`src/rtl/serial_adder.sv`:
```
// Digit-serial adder/subtractor: a ripple of DIGIT full adders processes one
// slice per cycle, LSB-first, behind a valid/ready handshake on each side.
module serial_adder #(
  parameter int WIDTH = 16,
  parameter int DIGIT = 1
) (
  input  logic             clk,
  input  logic             rst_n,
  input  logic             in_valid,
  output logic             in_ready,
  input  logic [WIDTH-1:0] a,
  input  logic [WIDTH-1:0] b,
  input  logic             cin,
  input  logic             sub,
  output logic             out_valid,
  input  logic             out_ready,
  output logic [WIDTH-1:0] z,
  output logic             cout,
  output logic             ovf
);

  localparam int N  = WIDTH / DIGIT;
  localparam int CW = (N > 1) ? $clog2(N) : 1;
  localparam logic [CW-1:0] LAST = CW'(N - 1);

  typedef enum logic [1:0] {IDLE, RUN, DONE} state_t;

  state_t           state, state_nxt;
  logic [WIDTH-1:0] opa, opb, acc, acc_nxt;
  logic             carry;
  logic [CW-1:0]    cnt;
  logic             last;
  logic [DIGIT-1:0] slice_sum;
  logic             slice_cout;
  logic             slice_cin_top;

  assign last = (cnt == LAST);

  // Carry into the slice's top bit is kept so the final slice yields ovf.
  always_comb begin : ripple
    logic cy;
    cy            = carry;
    slice_cin_top = carry;
    slice_sum     = '0;
    for (int unsigned i = 0; i < DIGIT; i++) begin
      slice_cin_top = cy;
      slice_sum[i]  = opa[i] ^ opb[i] ^ cy;
      cy            = (opa[i] & opb[i]) | (cy & (opa[i] ^ opb[i]));
    end
    slice_cout = cy;
  end

  // New slice enters at the top; after N cycles acc holds the full result.
  assign acc_nxt = (acc >> DIGIT) | (WIDTH'(slice_sum) << (WIDTH - DIGIT));

  always_ff @(posedge clk or negedge rst_n) begin
    if (!rst_n) state <= IDLE;
    else        state <= state_nxt;
  end

  always_comb begin
    state_nxt = state;
    case (state)
      IDLE:    if (in_valid)  state_nxt = RUN;
      RUN:     if (last)      state_nxt = DONE;
      DONE:    if (out_ready) state_nxt = IDLE;
      default:                state_nxt = IDLE;
    endcase
  end

  always_comb begin
    in_ready  = (state == IDLE);
    out_valid = (state == DONE);
  end

  always_ff @(posedge clk or negedge rst_n) begin
    if (!rst_n) begin
      opa   <= '0;
      opb   <= '0;
      acc   <= '0;
      carry <= 1'b0;
      cnt   <= '0;
      z     <= '0;
      cout  <= 1'b0;
      ovf   <= 1'b0;
    end else begin
      case (state)
        IDLE: begin
          if (in_valid) begin
            opa   <= a;
            opb   <= b ^ {WIDTH{sub}};
            carry <= cin ^ sub;
            cnt   <= '0;
          end
        end
        RUN: begin
          opa   <= opa >> DIGIT;
          opb   <= opb >> DIGIT;
          carry <= slice_cout;
          cnt   <= cnt + CW'(1);
          acc   <= acc_nxt;
          if (last) begin
            z    <= acc_nxt;
            cout <= slice_cout;
            ovf  <= slice_cout ^ slice_cin_top;
          end
        end
        default: ;
      endcase
    end
  end

endmodule

```
`config.mk`:
```
export PLATFORM = sky130hd
export DESIGN_NAME = serial_adder
export DESIGN_NICKNAME = d
export VERILOG_FILES = /design/src/rtl/serial_adder.sv
export SDC_FILE = /design/constraint.sdc
export NUM_CORES = 1
export LEC_CHECK = 0
export CORE_MARGIN = 2
export CORE_UTILIZATION = 40
export CTS_CLUSTER_DIAMETER = 30
export DETAILED_ROUTE_END_ITERATION = 8
export DONT_BUFFER_PORTS = 1
export GPL_TIMING_DRIVEN = 0
export PLACE_DENSITY = 0.64
export SYNTH_ARGS = -nofsm -noshare
export SYNTH_HDL_FRONTEND = slang
export SYNTH_SLANG_ARGS = --single-unit
```
`constraint.sdc`:
```
create_clock -name clk -period 2.4 [get_ports clk]
set_input_delay 0 -clock clk [delete_from_list [all_inputs] [get_ports clk]]
set_output_delay 0 -clock clk [all_outputs]
set_load 0.005 [all_outputs]
```
==> results of run 1 <==
## logic make-up (layout without fill, tap and decap cells)
group,count (synthesis),after routing,share of synthesized area [%]
buf+inv,32,84,5.25
compound gates,79,79,16.9
fa+ha+maj,2,2,0.961
flops,72,72,53.2
mux,36,36,11.9
xor+xnor,18,18,4.66
simple gates,45,45,7.06
## metal layers
layer / global-route usage [%] / vias to the layer above / share of wire (%)
met3: 6.11 / 5 / 5.5
met5: 0 / - / 0
met1: 21.2 / 1208 / 47
li1: - / 1116 / -
met4: 3.93 / 0 / 0.90
met2: 26.0 / 59 / 47
## timing repair
item / in CTS / in global routing
hold endpoints to repair: 106 / 0
hold buffers: 36 / 0
gates resized for setup: 0 / 0
## power groups by stage
stage | logic, mW | clock network [mW] | registers [mW]
after floorplan | 1.11 | 0 | 2.01
after global placement | 1.27 | 0 | 2.12
after detailed placement | 1.32 | 0 | 2.13
after CTS | 1.40 | 1.20 | 2.12
after global routing | 1.54 | 1.25 | 2.19
final | 1.38 | 1.18 | 2.11
## synth_stat cells (all sizes together)
master,n,area [µm²]
o21ai,17,85.1
xor2,2,17.5
nand4,1,6.26
inv,8,30.0
a221o,9,90.1
xnor2,16,140
nand2,16,60.1
o21bai,1,7.51
a21o,1,7.51
a22oi,18,135
nor2b,20,125
a21oi,17,85.1
ha,1,12.5
o221ai,4,60.1
buf,16,118
or3b,1,8.76
nor3b,1,7.51
nor2,5,26.3
dfrtp,72,1800
mux2,35,394
nand3,1,5.00
fa,1,20.0
clkbuf,8,30.0
a22o,2,17.5
mux2i,1,10.0
o32ai,7,61.3
o211ai,3,22.5
## worst max-delay path by stage
stage                              to  slack (ps)  cells past startpoint
floorplan           z[10]$_DFFE_PN0P_         850                      6
global placement    z[11]$_DFFE_PN0P_         690                      6
detailed placement  z[10]$_DFFE_PN0P_         690                      6
CTS                 z[10]$_DFFE_PN0P_         670                      6
global route        z[11]$_DFFE_PN0P_         560                      6
finish              z[10]$_DFFE_PN0P_         680                      6
## cell type report
| cell class | count | area [µm²] |
|---|---|---|
| fillers | 748 | 4080 |
| flip-flops and latches | 72 | 1800 |
| multi-input cells | 180 | 1410 |
| repair buffers | 36 | 378 |
| plain buffers | 24 | 148 |
| well taps | 105 | 131 |
| clock buffers | 10 | 128 |
| clock inverters | 6 | 116 |
| inverters | 8 | 30.0 |
## layout by cell type (no fill, tap or decap), drive strengths merged, types with 16 or more instances in the layout
cell type,instances
o21ai,17
mux2,35
dlygate4sd3,35
nand2,16
buf,17
a22oi,18
nor2b,20
xnor2,16
a21oi,17
clkbuf,18
dfrtp,72
## flip-flops by register name, indices dropped and copies added, names as in the netlist
register  cells
opa          16
opb          16
z            16
acc          15
cnt           4
state         2
carry         1
cout          1
ovf           1
## per-stage QoR
stage | hold slack, ps | util, % | area (µm²)
global route | 78.6 | 50.4 | 4140
finish | 60.0 | 50.4 | 4140
global placement | -294 | 42.8 | 3520
CTS | 48.4 | 50.4 | 4140
detailed placement | -294 | 42.8 | 3520
floorplan | -296 | - | 3380
## worst register-to-register path, stage by stage, from the launching register on
cell and delay (ps):
dfrtp_1 380, ha_1 190, nand3_1 110, nor3b_1 190
buf_4 210, buf_6 170, mux2_2 340
==> results.json, run 1 <==
{
  "worstHoldPathType": "in2reg",
  "cts_setup_buffers": 0,
  "reg2reg_from": "cnt[0]$_DFFE_PN0P_",
  "run_status": "finished, final reports clean",
  "p_leak_nw": 1.73,
  "wl_per_cell_um": 15.9,
  "reg2reg_slack_ps": 680,
  "p_int_mw": 3.20,
  "p_switching_mw": 1.47,
  "p_per_area_nw_per_um2": 1130,
  "fin_crit_sh_pct": 71.5,
  "syn_nets": 324,
  "required_ps": 2630,
  "ant_nets": 0,
  "firstDrtPassIters": 4,
  "core_um2": 8220,
  "r2r_cells": 6,
  "endpoint_kind": "flop",
  "ios": 58,
  "cts_buffers": 9,
  "grt_pass1_wl_um": 11600,
  "start_util_pct": 41.2,
  "r2r-end": "z[10]$_DFFE_PN0P_",
  "synth_area_um2": 3380,
  "worstPathCellList": "ha_1, nand3_1, nor3b_1, buf_4, buf_6, mux2_2",
  "comb_power_share_pct": 29.6,
  "slowest_stage": "dfrtp_1",
  "final_cells": 441,
  "fin_skew_ps": 11.6,
  "hold-path-cell-count": 4,
  "hold_end": "opa[0]$_DFFE_PN0P_",
  "worst-path-max-fanout": 10,
  "start_kind": "flop",
  "cts_tree": "built",
  "die_h_um": 96.0,
  "sequentialPowerShare_pct": 45.2,
  "min_period_ps": 1720,
  "p_clk_share_pct": 25.3,
  "yosys_warnings": 0,
  "drt-total-wl_um": 7030,
  "port_buffers": 0,
  "vias": 2388,
  "p_total_mw": 4.67,
  "drive_above_1_share_pct": 21.4,
  "power_switching_share_pct": 31.5,
  "dieArea_um2": 9210,
  "num_antenna_cells": 0,
  "clk_latency_ps": 360,
  "drt_iter0_markers": 112,
  "die_x_um": 96.0,
  "syn_inst": 284,
  "ys_ff_latch": 72,
  "num_rows": 33,
  "min_from": "in_valid",
  "drc": 0,
  "max_freq_ghz": 0.583,
  "hold_viol": 0,
  "cts_htree_levels": 3,
  "setup_violations": 0,
  "critPathMaxStageDelay_ps": 380,
  "track_usage_pct": 16.4,
  "relSlewSlack_pct": 52.4,
  "antenna_found_initial": 0,
  "place_congestion": 0.736,
  "cts_num_sinks": 72,
  "critPathTopFamily": "flip-flops",
  "yosysUniqueCellTypes": 30,
  "place_ws_ps": 688,
  "critPathArrivalTime_ps": 1950,
  "syn_area_per_cell_um2": 11.9,
  "peakVddDrop_mv": 0.685,
  "cap_violations": 0,
  "setup-tns-final_ps": 0,
  "clockBufferDepth": 2,
  "vias_per_cell": 5.41,
  "setup.worst_path.start": "cnt[0]$_DFFE_PN0P_",
  "fin_nets": 371,
  "syn2layout_area_growth_pct": 22.3,
  "fin_ws_ps": 685,
  "slew_violations": 0,
  "clockRootBuffer": "clkbuf_8",
  "seq_area_frac_synth_pct": 53.2,
  "overflow": 0,
  "grt_max_degree": 73,
  "path_buf_inv": 2,
  "path_clk_slew_ps": 80,
  "hpwl_um": 4620,
  "grt_pass1_vias": 2376,
  "place_inst": 389,
  "worst_pin_slew_ps": 713,
  "rsz0062_at_grt": "false",
  "crit_type": "reg2reg"
}
(Power assumes the default switching activity.)
==> run 2, diff against run 1 <==
--- a/config.mk
+++ b/config.mk
@@ -11,7 +11,7 @@
 export DETAILED_ROUTE_END_ITERATION = 8
 export DONT_BUFFER_PORTS = 1
 export GPL_TIMING_DRIVEN = 0
-export PLACE_DENSITY = 0.64
+export PLACE_DENSITY = 0.66
 export SYNTH_ARGS = -nofsm -noshare
 export SYNTH_HDL_FRONTEND = slang
 export SYNTH_SLANG_ARGS = --single-unit
==> constraint.sdc (replaced) <==
create_clock -name clk -period 1.49 [get_ports clk]
set_input_delay 0 -clock clk [delete_from_list [all_inputs] [get_ports clk]]
set_output_delay 0 -clock clk [all_outputs]
set_load 0.005 [all_outputs]
==> run 2 against run 1 <==
Compared with the run above:
- the run now ends with hold timing, setup timing left
- critical path type unchanged
- sequential share of layout area decreased by 1.1 points
- setup slack worse by 720 ps
- sequential power rose by 62%
==> results.json, run 2 (synthesized netlist as in run 1, its figures left out) <==
{
  "run_status": "finished, violations left",
  "violations": "hold timing, setup timing",
  "cap_violations": 0,
  "worstHoldPathType": "in2async",
  "path_clk_slew_ps": 80,
  "fin_nets": 378,
  "clockBufferDepth": 2,
  "relSlewSlack_pct": 66.2,
  "hpwl_um": 4690,
  "antenna_found_initial": 0,
  "drt-total-wl_um": 7450,
  "hold_viol": 72,
  "required_ps": 1730,
  "core_um2": 8220,
  "cts_num_sinks": 72,
  "timing.hold.ws_ps": -665,
  "setup_violations": 18,
  "fin_skew_ps": 8.39,
  "crit_type": "reg2reg",
  "rsz0062_at_grt": "true",
  "drc": 0,
  "slew_violations": 0,
  "wl_per_cell_um": 16.6,
  "num_antenna_cells": 0,
  "overflow": 0,
  "worst_pin_slew_ps": 507,
  "clk_latency_ps": 350,
  "ctsHoldBuffers": 34,
  "vias": 2414,
  "place_area_um2": 3570,
  "die_h_um": 96.0,
  "r2r-end": "z[15]$_DFFE_PN0P_",
  "max_freq_ghz": 0.654,
  "r2r_cells": 6,
  "track_usage_pct": 17.0,
  "endpoint_kind": "flop",
  "port_buffers": 0,
  "fin_area_um2": 4250,
  "cts_htree_levels": 3,
  "fin_ws_ps": -38.1,
  "grt_pass1_wl_um": 12100,
  "largestRegisters": "opa x16, opb x16, z x16",
  "place_congestion": 0.769,
  "grt_pass1_vias": 2429,
  "ant_nets": 0,
  "met3_usage_pct": 5.79,
  "firstDrtPassIters": 4,
  "setup-tns-final_ps": -536,
  "drt_iter0_markers": 95,
  "worst-path-max-fanout": 9,
  "critPathArrivalTime_ps": 1760,
  "num_rows": 33,
  "cts_tree": "built",
  "start_util_pct": 41.2,
  "ios": 58,
  "final_cell_mix": "dfrtp_1, dlygate4sd3_1, mux2_2",
  "place_ws_ps": -189,
  "peakVddDrop_mv": 0.765,
  "reg2reg_from": "cnt[1]$_DFFE_PN0P_",
  "fin_crit_sh_pct": 103,
  "final_common_cell": "dfrtp_1",
  "grt_max_degree": 73,
  "reg2reg_slack_ps": -40,
  "p_per_area_nw_per_um2": 1770,
  "vias_per_cell": 5.39,
  "start_kind": "flop",
  "gr-usage-met2_pct": 25.8,
  "busiest_layer": "met2",
  "min_period_ps": 1530,
  "cts_buffers": 9,
  "die_x_um": 96.0,
  "clockRootBuffer": "clkbuf_8",
  "grt_util_met1_pct": 23.4,
  "dieArea_um2": 9210,
  "p_leak_nw": 1.80,
  "syn2layout_area_growth_pct": 25.5,
  "drive_above_1_share_pct": 25.7
}
==> run 2: cell count changes in the layout (fill, tap and decap cells not counted), moves of 3 or more <==
cell | before | now
buf_2 | 7 | 4
mux2_2 | 35 | 25
buf_4 | 5 | 11
buf_12 | 0 | 3
clkbuf_2 | 0 | 3
mux2_4 | 0 | 10
clkbuf_1 | 9 | 6
==> run 2: worst max path at each step <==
stage	from	end	slack, ps	cells after the start
final	cnt[1]$_DFFE_PN0P_	z[15]$_DFFE_PN0P_	-40	6
after global routing	cnt[1]$_DFFE_PN0P_	z[10]$_DFFE_PN0P_	-110	6
after CTS	cnt[0]$_DFFE_PN0P_	z[10]$_DFFE_PN0P_	-30	6
after detailed placement	cnt[0]$_DFFE_PN0P_	z[10]$_DFFE_PN0P_	-190	6
after global placement	cnt[0]$_DFFE_PN0P_	z[12]$_DFFE_PN0P_	-160	6
after floorplan	cnt[0]$_DFFE_PN0P_	z[10]$_DFFE_PN0P_	-40	6
==> run 2: repair_timing <==
item	4_1_cts	5_1_grt
pin swaps	1	3
resized for setup	6	11
buffers inserted	4	4
endpoints found under the hold margin	106	72
setup endpoints to repair	21	57
cloned	0	2
==> run 2: cell type report <==
class / count / area, µm²
multi-input cells: 180 / 1460
well taps: 105 / 131
inverters: 8 / 30.0
clock buffers: 10 / 128
repair buffers: 44 / 443
fillers: 720 / 3970
flip-flops and latches: 72 / 1800
plain buffers: 23 / 183
clock inverters: 6 / 68.8
==> run 2: power breakdown <==
part	internal (mW)	switching (mW)	total [mW]	leakage, nW
clock	0.782	0.758	1.54	0.0968
combinational	1.50	1.05	2.54	0.810
sequential	2.79	0.623	3.41	0.896
total	5.07	2.43	7.50	1.80
==> run 2: layer usage <==
metal,wire length [µm],vias to the layer above
met1,3410,1200
met3,423,8
li1,-,1127
met4,59,0
met2,3560,79
met5,0,-
==> run 2: critical path: stages (launching register included) <==
cell and delay (ps):
dfrtp_1 370, ha_2 190, nand3_2 80, nor3b_2 180, buf_6 140, buf_12 120
mux2_2 330
==> run 2: stage by stage <==
step,std cells,utilization (%),power [mW]
after global routing,448,51.7,8.01
after detailed placement,389,43.4,5.69
after floorplan,284,-,5.13
final,448,51.7,7.50
after global placement,389,43.4,5.56
after CTS,442,50.6,7.41
